File: src/rtl/result_uart_tx_pkg.sv
// Shared definitions for the result reporter: ASCII constants, FSM encodings
// and the character generator used to turn a 32-bit word into a text line.
package result_uart_tx_pkg;

  localparam logic [7:0] ASCII_CR  = 8'h0D;
  localparam logic [7:0] ASCII_LF  = 8'h0A;
  localparam int         NUM_CHARS = 10;

  typedef enum logic {
    FRAME_IDLE = 1'b0,
    FRAME_SEND = 1'b1
  } frame_state_e;

  typedef enum logic [1:0] {
    BIT_IDLE  = 2'd0,
    BIT_START = 2'd1,
    BIT_DATA  = 2'd2,
    BIT_STOP  = 2'd3
  } bit_state_e;

  function automatic logic [7:0] hex2ascii(input logic [3:0] nib);
    return (nib < 4'd10) ? (8'h30 + {4'h0, nib}) : (8'h37 + {4'h0, nib});
  endfunction

  // Character idx of the line for word: 8 hex digits MSB-nibble first, then CR, LF.
  function automatic logic [7:0] frame_char(input logic [31:0] word, input logic [3:0] idx);
    logic [31:0] sh;
    sh = word << {idx[2:0], 2'b00};
    if (idx == 4'd8)      return ASCII_CR;
    else if (idx == 4'd9) return ASCII_LF;
    else                  return hex2ascii(sh[31:28]);
  endfunction

endpackage

File: src/rtl/result_uart_tx_byte.sv
// 8N1 byte serializer. start_i is sampled in IDLE or in the last STOP cycle so
// characters can be chained with no idle gap; done_o flags that last STOP cycle.
module result_uart_tx_byte
  import result_uart_tx_pkg::*;
#(
  parameter int CLK_DIV = 16
) (
  input  logic       clk_i,
  input  logic       rst_i,
  input  logic       start_i,
  input  logic [7:0] data_i,
  output logic       tx_o,
  output logic       done_o,
  output bit_state_e state_o
);

  localparam logic [15:0] DIV_LAST = 16'(CLK_DIV - 1);

  bit_state_e  state_q, state_d;
  logic [15:0] div_q, div_d;
  logic [2:0]  bit_q, bit_d;
  logic [7:0]  shift_q, shift_d;
  logic        tx_q, tx_d;
  logic        bit_last;

  assign bit_last = (div_q == DIV_LAST);
  assign done_o   = (state_q == BIT_STOP) && bit_last;
  assign tx_o     = tx_q;
  assign state_o  = state_q;

  always_comb begin
    state_d = state_q;
    bit_d   = bit_q;
    shift_d = shift_q;
    tx_d    = tx_q;
    div_d   = (state_q == BIT_IDLE || bit_last) ? 16'd0 : div_q + 16'd1;
    case (state_q)
      BIT_IDLE: begin
        if (start_i) begin
          state_d = BIT_START;
          tx_d    = 1'b0;
          shift_d = data_i;
        end
      end
      BIT_START: begin
        if (bit_last) begin
          state_d = BIT_DATA;
          bit_d   = 3'd0;
          tx_d    = shift_q[0];
        end
      end
      BIT_DATA: begin
        if (bit_last) begin
          if (bit_q == 3'd7) begin
            state_d = BIT_STOP;
            tx_d    = 1'b1;
          end else begin
            bit_d   = bit_q + 3'd1;
            shift_d = {1'b0, shift_q[7:1]};
            tx_d    = shift_q[1];
          end
        end
      end
      BIT_STOP: begin
        if (bit_last) begin
          if (start_i) begin
            state_d = BIT_START;
            tx_d    = 1'b0;
            shift_d = data_i;
          end else begin
            state_d = BIT_IDLE;
          end
        end
      end
      default: state_d = BIT_IDLE;
    endcase
  end

  always_ff @(posedge clk_i or posedge rst_i) begin
    if (rst_i) begin
      state_q <= BIT_IDLE;
      div_q   <= 16'd0;
      bit_q   <= 3'd0;
      shift_q <= 8'h00;
      tx_q    <= 1'b1;
    end else begin
      state_q <= state_d;
      div_q   <= div_d;
      bit_q   <= bit_d;
      shift_q <= shift_d;
      tx_q    <= tx_d;
    end
  end

endmodule

File: src/rtl/result_uart_tx.sv
// Reports the processor result word as a hex text line over UART whenever it
// changes (en=1) or on send_req; one newer value can be queued behind a frame.
module result_uart_tx
  import result_uart_tx_pkg::*;
#(
  parameter int CLK_DIV = 16,
  parameter int CNT_W   = 16
) (
  input  logic             clk,
  input  logic             rst,
  input  logic [31:0]      result,
  input  logic             en,
  input  logic             send_req,
  output logic             tx,
  output logic             busy,
  output logic [CNT_W-1:0] sent_cnt,
  output frame_state_e     dbg_frame_state_o,
  output bit_state_e       dbg_bit_state_o
);

  localparam logic [3:0] LAST_IDX = 4'(NUM_CHARS - 1);

  frame_state_e     state_q, state_d;
  logic [3:0]       idx_q, idx_d;
  logic [31:0]      snap_q, snap_d;
  logic [31:0]      shadow_q, shadow_d;
  logic [31:0]      last_seen_q, last_seen_d;
  logic             pending_q, pending_d;
  logic [CNT_W-1:0] cnt_q, cnt_d;

  logic        trigger, frame_end;
  logic        byte_start, byte_done;
  logic [7:0]  byte_data;
  logic [31:0] next_word;

  assign trigger   = (en && (result != last_seen_q)) || send_req;
  assign frame_end = byte_done && (idx_q == LAST_IDX);

  // The first character of a frame is taken straight from the word being
  // latched this edge, so the start bit appears with no extra cycle.
  always_comb begin
    state_d     = state_q;
    idx_d       = idx_q;
    snap_d      = snap_q;
    shadow_d    = shadow_q;
    pending_d   = pending_q;
    cnt_d       = cnt_q;
    last_seen_d = result;
    byte_start  = 1'b0;
    byte_data   = 8'h00;
    next_word   = shadow_q;
    case (state_q)
      FRAME_IDLE: begin
        if (trigger) begin
          byte_start = 1'b1;
          byte_data  = frame_char(result, 4'd0);
          snap_d     = result;
          idx_d      = 4'd0;
          state_d    = FRAME_SEND;
        end
      end
      FRAME_SEND: begin
        if (frame_end) begin
          cnt_d = cnt_q + CNT_W'(1);
          if (pending_q || trigger) begin
            next_word  = trigger ? result : shadow_q;
            byte_start = 1'b1;
            byte_data  = frame_char(next_word, 4'd0);
            snap_d     = next_word;
            idx_d      = 4'd0;
            pending_d  = 1'b0;
          end else begin
            state_d = FRAME_IDLE;
          end
        end else begin
          if (byte_done) begin
            byte_start = 1'b1;
            idx_d      = idx_q + 4'd1;
            byte_data  = frame_char(snap_q, idx_q + 4'd1);
          end
          if (trigger) begin
            pending_d = 1'b1;
            shadow_d  = result;
          end
        end
      end
      default: state_d = FRAME_IDLE;
    endcase
  end

  always_ff @(posedge clk or posedge rst) begin
    if (rst) begin
      state_q     <= FRAME_IDLE;
      idx_q       <= 4'd0;
      snap_q      <= 32'h0;
      shadow_q    <= 32'h0;
      last_seen_q <= 32'h0;
      pending_q   <= 1'b0;
      cnt_q       <= '0;
    end else begin
      state_q     <= state_d;
      idx_q       <= idx_d;
      snap_q      <= snap_d;
      shadow_q    <= shadow_d;
      last_seen_q <= last_seen_d;
      pending_q   <= pending_d;
      cnt_q       <= cnt_d;
    end
  end

  result_uart_tx_byte #(
    .CLK_DIV (CLK_DIV)
  ) u_byte (
    .clk_i   (clk),
    .rst_i   (rst),
    .start_i (byte_start),
    .data_i  (byte_data),
    .tx_o    (tx),
    .done_o  (byte_done),
    .state_o (dbg_bit_state_o)
  );

  assign busy              = (state_q == FRAME_SEND);
  assign sent_cnt          = cnt_q;
  assign dbg_frame_state_o = state_q;

endmodule

File: config.mk
export PLATFORM = sky130hd
export DESIGN_NAME = result_uart_tx
export DESIGN_NICKNAME = d
export VERILOG_FILES = /design/src/rtl/result_uart_tx_pkg.sv /design/src/rtl/result_uart_tx_byte.sv /design/src/rtl/result_uart_tx.sv
export SDC_FILE = /design/constraint.sdc
export NUM_CORES = 1
export LEC_CHECK = 0
export BUFFER_PORTS_ARGS = -buffer_cell sky130_fd_sc_hd__buf_4
export CORE_ASPECT_RATIO = 1.5
export CORE_MARGIN = 4
export CORE_UTILIZATION = 54
export DETAILED_ROUTE_END_ITERATION = 10
export PLACE_DENSITY = 0.72
export SLEW_MARGIN = 10
export SYNTH_ARGS = -nofsm -noshare
export SYNTH_HDL_FRONTEND = slang
export SYNTH_SLANG_ARGS = --single-unit
File: constraint.sdc
create_clock -name clk -period 4.3 [get_ports clk]
set_input_delay 0.215 -clock clk [delete_from_list [all_inputs] [get_ports clk]]
set_output_delay 0.215 -clock clk [all_outputs]
set_load 0.05 [all_outputs]
; ---- After elaboration in Yosys (flattened, before gate mapping)
; Cells that the tools add are included.
[op_classes]
n_addsub = 10
magnitude_cmp = 3
eq_ne = 21
n_shift = 1
mux = 53
bitwise_logic = 2
n_reduce_logical = 19
[ops]
columns = cell, n
row1 = 32-bit 2-to-1 mux, 4
row2 = 32-bit one-hot mux with 2 select lines, 1
row3 = 7-bit 2-to-1 mux, 8
row4 = "6-bit by 4-bit adder with 7-bit output, first input constant", 6
row5 = 8-bit 2-to-1 mux, 5
row6 = "16-bit by 1-bit adder with 16-bit output, second input constant", 2
row7 = 32-bit inequality test, 1
row8 = 32-bit by 5-bit << shifter with 32-bit output, 1
row9 = 8-bit one-hot mux with 3 select lines, 1
row10 = "16-bit by 4-bit equality test with 1-bit output, second input constant", 1
row11 = 16-bit 2-to-1 mux, 1
row12 = 4-bit 2-to-1 mux, 4
row13 = 8-bit one-hot mux with 2 select lines, 1
row14 = 1-bit 2-to-1 mux, 14
row15 = "2-bit by 1-bit inequality test with 1-bit output, second input constant", 7
row16 = "4-bit equality test, second input constant", 3
row17 = "4-bit < comparator, second input constant", 3
row18 = 3-bit AND reduction, 4
row19 = 2-bit 2-to-1 mux, 5
row20 = 3-bit 2-to-1 mux, 3
row21 = 2-bit one-hot mux with 4 select lines, 1
row22 = 4-bit one-hot mux with 2 select lines, 1
row23 = 4-bit AND reduction, 2
row24 = "2-bit inequality test, second input constant", 3
row25 = other kinds (18), 27
[totals]
ff_bits = 148
inputBits = 36
out_inout_bits = 21

; ---- Longest topological paths before layout
[logic_depth]
word_depth = 12
mapped_depth = 14

; ---- By module
; Synthesis repeated with hierarchy kept, for this count alone.
[unflattened]
cells_unflattened = 642
area_unflattened_um2 = 7292.0
[by_module_without_submodules]
columns = mod, instances, cells_per_inst, area_each_um2, seq_area_each_um2
row1 = result_uart_tx, 1, 482, 5632.9, 2952.8
row2 = result_uart_tx_byte, 1, 160, 1659.1, 752.0

; ---- Least setup slack after synthesis
; Ideal clock, no wire load.
[synth_path]
path_type = reg2reg
startpoint = reg idx_q[0]
endpoint = reg u_byte.shift_q[4]
t_arrival_ns = 2.914
slack_ns = 1.318
stages_incl_launch_ff = 13
period_less_slack_ns = 2.982
cell_sequence = dfrtp_1 buf_6 buf_2 inv_1 ha_1 buf_6 mux4_2 mux2i_2 a21oi_2 a21boi_1 or4_1 a311o_1 nand3_1
[synth_via]
elab_chain_cells = 12
elab_cells_between_ends = 20
[synth_rtl]
columns = item, line
row1 = start: declaration, result_uart_tx.sv:24  ; logic [3:0] idx_q, idx_d;
row2 = start signal: assignment, result_uart_tx.sv:102  ; idx_q <= idx_d;
row3 = 4-bit by 1-bit adder with 4-bit output, result_uart_tx.sv:79  ; byte_data = frame_char(snap_q, idx_q + 4'd1);
row4 = 32-bit by 5-bit << shifter with 32-bit output, result_uart_tx_pkg.sv:28  ; sh = word << {idx[2:0], 2'b00};
row5 = 6-bit by 4-bit adder with 7-bit output or 4-bit < comparator (tied branches), result_uart_tx_pkg.sv:22  ; return (nib < 4'd10) ? (8'h30 + {4'h0, nib}) : (8'h37 + {4'h0, nib});
row6 = 7-bit 2-to-1 mux, result_uart_tx_pkg.sv:22
row7 = 7-bit 2-to-1 mux, result_uart_tx_pkg.sv:30  ; else if (idx == 4'd9) return ASCII_LF;
row8 = 7-bit 2-to-1 mux, result_uart_tx_pkg.sv:29  ; if (idx == 4'd8) return ASCII_CR;
row9 = 7-bit 2-to-1 mux, result_uart_tx.sv:76  ; if (byte_done) begin
row10 = 8-bit 2-to-1 mux, result_uart_tx.sv:63  ; if (frame_end) begin
row11 = 8-bit one-hot mux with 2 select lines, result_uart_tx.sv:52  ; case (state_q)
row12 = 8-bit 2-to-1 mux *, "result_uart_tx_byte.sv:39, result_uart_tx_byte.sv:66"
row13 = 8-bit 2-to-1 mux, result_uart_tx_byte.sv:65  ; if (bit_last) begin
row14 = 8-bit one-hot mux with 3 select lines *, result_uart_tx_byte.sv:37  ; case (state_q)
row15 = end signal: assignment, result_uart_tx_byte.sv:90  ; shift_q <= shift_d;
row16 = end: declaration, result_uart_tx_byte.sv:22  ; logic [7:0] shift_q, shift_d;
; Every way passes the cells marked *; elsewhere a longest branch is shown, timed or not. The select of a mux whose other input is x is not followed.
; A chain may end at the register's enable or synchronous reset.

; ---- Final worst setup path
; Ends and elaborated chain as after synthesis.

==> tab_implementation.tex <==
\begin{tabular}{lr}
\hline
Metric & Value \\
\hline
\multicolumn{2}{l}{\textbf{Finish}} \\
Number of diodes added for antenna fixing & 0 \\
Net count reported at finish & 805 \\
Final core utilization & 65.0\% \\
Layout cells sized above 1 & 19.4\% \\
Area growth from synthesis to layout & 18.5\% \\
Fin area & 8750 sq um \\
\multicolumn{2}{l}{\textbf{Timing}} \\
Total of endpoints with negative setup slack in the final report & 0 \\
Final number of max-transition violations & 0 \\
Worst slew margin relative to its limit & a little under two fifths \\
Period utilization & 78.8\% \\
Transition time of the tightest slew-check pin & just over 0.9 ns \\
Fin Clk Skew & 0.0107 ns \\
Unrepaired setup endpoints after global routing & false \\
Tightest hold margin & 0.00166 ns \\
Minimum clock period after layout & 3.39 ns \\
Count of endpoints failing hold in the final timing report & 0 \\
Final total negative setup slack & 0 ns \\
Max Freq & 295 MHz \\
\multicolumn{2}{l}{\textbf{Placement}} \\
DPL Wire Length & 11.5 mm \\
Post-place instance area & 7910 sq um \\
RD Place Congestion & 0.938 \\
Buffers on Ports & 56 \\
\multicolumn{2}{l}{\textbf{Critical path}} \\
Worst Setup Start Kind & flop \\
CP arrival & 3.74 ns \\
Type of element capturing the critical path & flop \\
Worst Setup Path Type & reg -> reg \\
Data required time of the critical path & 4.65 ns \\
Maximum fanout encountered on the critical timing path & 16 \\
\multicolumn{2}{l}{\textbf{GRT}} \\
Initial antenna violation count & 0 \\
Global-route wire length before repair & 26.6 mm \\
Number of global-route vias before repair & 5407 \\
Overall track demand over capacity in global routing & between 20\% and 30\% \\
Total grt overflow & 0 \\
Pin count of the biggest net entering global routing & between 100 and 150 \\
\multicolumn{2}{l}{\textbf{Logic synthesis}} \\
Number of warnings printed during yosys synthesis & 0 \\
Xor-xnor portion of the synthesized cell area & 7.93\% \\
Fraction of the mapped netlist area in simple logic gates & 13.4\% \\
Count of flip-flops with a built-in enable after synthesis & 0 \\
\#FFs+latches synth & 147 \\
Post-Syn Area per Cell & 10.9 sq um \\
Mux share of post-synthesis cell area & 12.9\% \\
Distinct cell type count after synthesis & 66 \\
Number of nets produced by synthesis & 728 \\
Proportion of synthesized flip-flops having asynchronous set or reset & 100\% \\
Synthesized-area fraction occupied by ao, oa, aoi and oai cells & around 10\% \\
Gate Count Post-Synth & a little under 700 \\
Syn Std Cell Area & around 7400 sq um \\
Most used flip-flop cell after synthesis & sky130\_fd\_sc\_hd\_\_dfrtp\_1 \\
Main combinational cell family by area after synthesis & simple AND/OR/NAND/NOR gates \\
Sequential element share of the synthesized area & 49.8\% \\
Adder-cell share of the synthesized area & 2.20\% \\
\multicolumn{2}{l}{\textbf{Clock network}} \\
Clk Latency, worst-skew pair & 0.41 ns \\
TritonCTS clock tree & yes \\
Cell chosen for the clock root & sky130\_fd\_sc\_hd\_\_clkbuf\_16 \\
\# H-tree levels & 4 \\
Reg clk slew, reported paths & 0.06 ns \\
Worst-case clock buffer depth & 2 \\
Num CTS Buffers & 17 \\
Post-CTS Resized & 0 \\
Clk sink count & 147 \\
\multicolumn{2}{l}{\textbf{Power and ir drop}} \\
Worst IR Drop VDD & 277 uV \\
Total power after layout & 3.07 mW \\
Power density over the cells & approximately 350 nW/um\^{}2 \\
Leakage & 3.96 nW \\
\multicolumn{2}{l}{\textbf{Hold path}} \\
Path category of the worst min-delay check & in -> async \\
\multicolumn{2}{l}{\textbf{Floorplan}} \\
Die extent in x & just over 100 microns \\
Num rows & 52 \\
Initial cell density of the core & 54.8\% \\
Core area & 13500 sq um \\
Height of the die & about 150 microns \\
Die area & 15600 sq um \\
Io pins & 57 \\
\multicolumn{2}{l}{\textbf{Run}} \\
Number of max-capacitance violations reported & 0 \\
\multicolumn{2}{l}{\textbf{Drt}} \\
Via total after detailed routing & 5398 \\
DRT iter0 DRCs & 244 \\
Antenna-violating nets left & 0 \\
Post-detailed-route via-to-cell ratio & around 5.8 \\
Total Wirelength & 16.5 mm \\
Average wire per standard cell & around 18 microns \\
DRC violation count after routing & 0 \\
First-pass iteration count of the detailed router & 5 \\
\multicolumn{2}{l}{\textbf{Run status}} \\
Outcome & completed \\
\hline
\end{tabular}
-- worst paths after layout --
check / start / to / slack (ns) / depth (start not counted)
max: idx_q[0] / u_byte.shift_q[4] / 0.91 / 9
min: rst / shadow_q[18] / 0.002 / 2
max reg2reg: idx_q[0] / u_byte.shift_q[4] / 0.91 / 9
min reg2reg: u_byte.div_q[0] / u_byte.div_q[0] / 0.46 / 1
max in group asynchronous: rst / last_seen_q[25] / 3.18 / 3
min in group clk: result[31] / last_seen_q[31] / 0.04 / 1
-- cells in the mapped netlist, types with 3 or more instances --
library cell	count	area (sq um)
sky130_fd_sc_hd__mux2_2	33	372
sky130_fd_sc_hd__inv_1	17	63.8
sky130_fd_sc_hd__o211ai_1	4	30.0
sky130_fd_sc_hd__a211o_1	3	26.3
sky130_fd_sc_hd__and3_1	4	25.0
sky130_fd_sc_hd__mux2i_1	34	340
sky130_fd_sc_hd__ha_1	13	163
sky130_fd_sc_hd__nor4_1	12	75.1
sky130_fd_sc_hd__nand2_1	71	267
sky130_fd_sc_hd__o21ai_1	33	165
sky130_fd_sc_hd__mux4_2	8	180
sky130_fd_sc_hd__nand4_1	11	68.8
sky130_fd_sc_hd__o21a_1	5	37.5
sky130_fd_sc_hd__nand3b_1	3	22.5
sky130_fd_sc_hd__nor2_1	41	154
sky130_fd_sc_hd__and4_1	8	70.1
sky130_fd_sc_hd__nor4_2	3	37.5
sky130_fd_sc_hd__xor2_1	43	377
sky130_fd_sc_hd__nand3_1	20	100
sky130_fd_sc_hd__a21oi_1	20	100
sky130_fd_sc_hd__xnor2_1	22	193
sky130_fd_sc_hd__dfrtp_1	146	3650
sky130_fd_sc_hd__nor3_1	5	25.0
sky130_fd_sc_hd__o21ai_0	20	100
sky130_fd_sc_hd__a211oi_1	3	22.5
sky130_fd_sc_hd__a32o_1	3	30.0
sky130_fd_sc_hd__nand2b_1	6	37.5
sky130_fd_sc_hd__a22o_1	3	26.3
sky130_fd_sc_hd__buf_2	15	75.1
sky130_fd_sc_hd__buf_6	3	33.8
sky130_fd_sc_hd__o31ai_1	4	30.0
sky130_fd_sc_hd__mux2i_2	3	41.3
sky130_fd_sc_hd__clkbuf_1	16	60.1
-- state kept, by name, indices dropped and copies added, names as in the netlist, 2 cells and up --
signal and flops:
idx_q 4, last_seen_q 32, sent_cnt 16, shadow_q 32, snap_q 32, u_byte.bit_q 3
u_byte.div_q 16, u_byte.shift_q 7, u_byte.state_o 2
-- worst max-delay path, stage by stage (launching register included) --
cell                       delay, ns
sky130_fd_sc_hd__dfrtp_1        0.73
sky130_fd_sc_hd__inv_1          0.10
sky130_fd_sc_hd__ha_1           0.52
sky130_fd_sc_hd__mux4_2         0.57
sky130_fd_sc_hd__mux2i_2        0.34
sky130_fd_sc_hd__a21oi_2        0.14
sky130_fd_sc_hd__a21boi_1       0.16
sky130_fd_sc_hd__or4_1          0.40
sky130_fd_sc_hd__a311o_1        0.27
sky130_fd_sc_hd__nand3_1        0.08
-- where the power goes --
part | switching (mW) | internal [mW]
sequential | 0.0371 | 1.44
clock | 0.592 | 0.741
combinational | 0.130 | 0.122
-- stage by stage --
stage | instances | worst slack, ns
after floorplan | 679 | 0.135
after global placement | 868 | 1.06
after detailed placement | 868 | 0.940
after CTS | 929 | 0.934
after global routing | 929 | 0.660
final | 929 | 0.910
-- layout make-up --
cell class	instances	area (sq um)
clock inverters	13	105
inverters	18	72.6
multi-input cells	478	3450
well taps	162	203
clock buffers	17	425
repair buffers	94	808
fillers	1081	4720
flip-flops and latches	147	3680
-- cell families after synthesis --
group / Yosys count
xor gates and xnor gates: 66
buffers and inverters: 54
DFF: 147
AOI/OAI and AO/OA: 121
muxes: 80
and+or+nand+nor: 198
adders and majority gates: 13
-- cell usage in the layout (no fill, tap or decap), types with 4 or more instances in the layout --
cell and n:
sky130_fd_sc_hd__mux4_2 8, sky130_fd_sc_hd__dfrtp_1 146, sky130_fd_sc_hd__mux2_2 33, sky130_fd_sc_hd__dlygate4sd3_1 31, sky130_fd_sc_hd__o21a_1 5, sky130_fd_sc_hd__nand2b_1 6
sky130_fd_sc_hd__nand4_1 11, sky130_fd_sc_hd__o21ai_1 33, sky130_fd_sc_hd__inv_6 4, sky130_fd_sc_hd__nor2_1 41, sky130_fd_sc_hd__and4_1 8, sky130_fd_sc_hd__nand3_1 20
sky130_fd_sc_hd__nor3_1 5, sky130_fd_sc_hd__a21oi_1 20, sky130_fd_sc_hd__clkinvlp_4 5, sky130_fd_sc_hd__ha_1 13, sky130_fd_sc_hd__o31ai_1 4, sky130_fd_sc_hd__clkbuf_16 17
sky130_fd_sc_hd__inv_1 16, sky130_fd_sc_hd__nor4_1 12, sky130_fd_sc_hd__xor2_1 43, sky130_fd_sc_hd__and3_1 4, sky130_fd_sc_hd__xnor2_1 22, sky130_fd_sc_hd__nand2_1 71
sky130_fd_sc_hd__o211ai_1 4, sky130_fd_sc_hd__buf_4 61, sky130_fd_sc_hd__o21ai_0 20, sky130_fd_sc_hd__mux2i_1 34
-- routing by layer --
metal	GRT usage, %	wire length (microns)
met1	25.6	6410
met5	0	0
met2	38.8	8940
met3	4.24	590
met4	10.1	578
-- timing repair --
item                      in CTS  in global routing
hold endpoints to repair      31                  0
hold buffers                  31                  0
buffers inserted               0                  0
No activity file was read; power rests on OpenSTA's default activity.
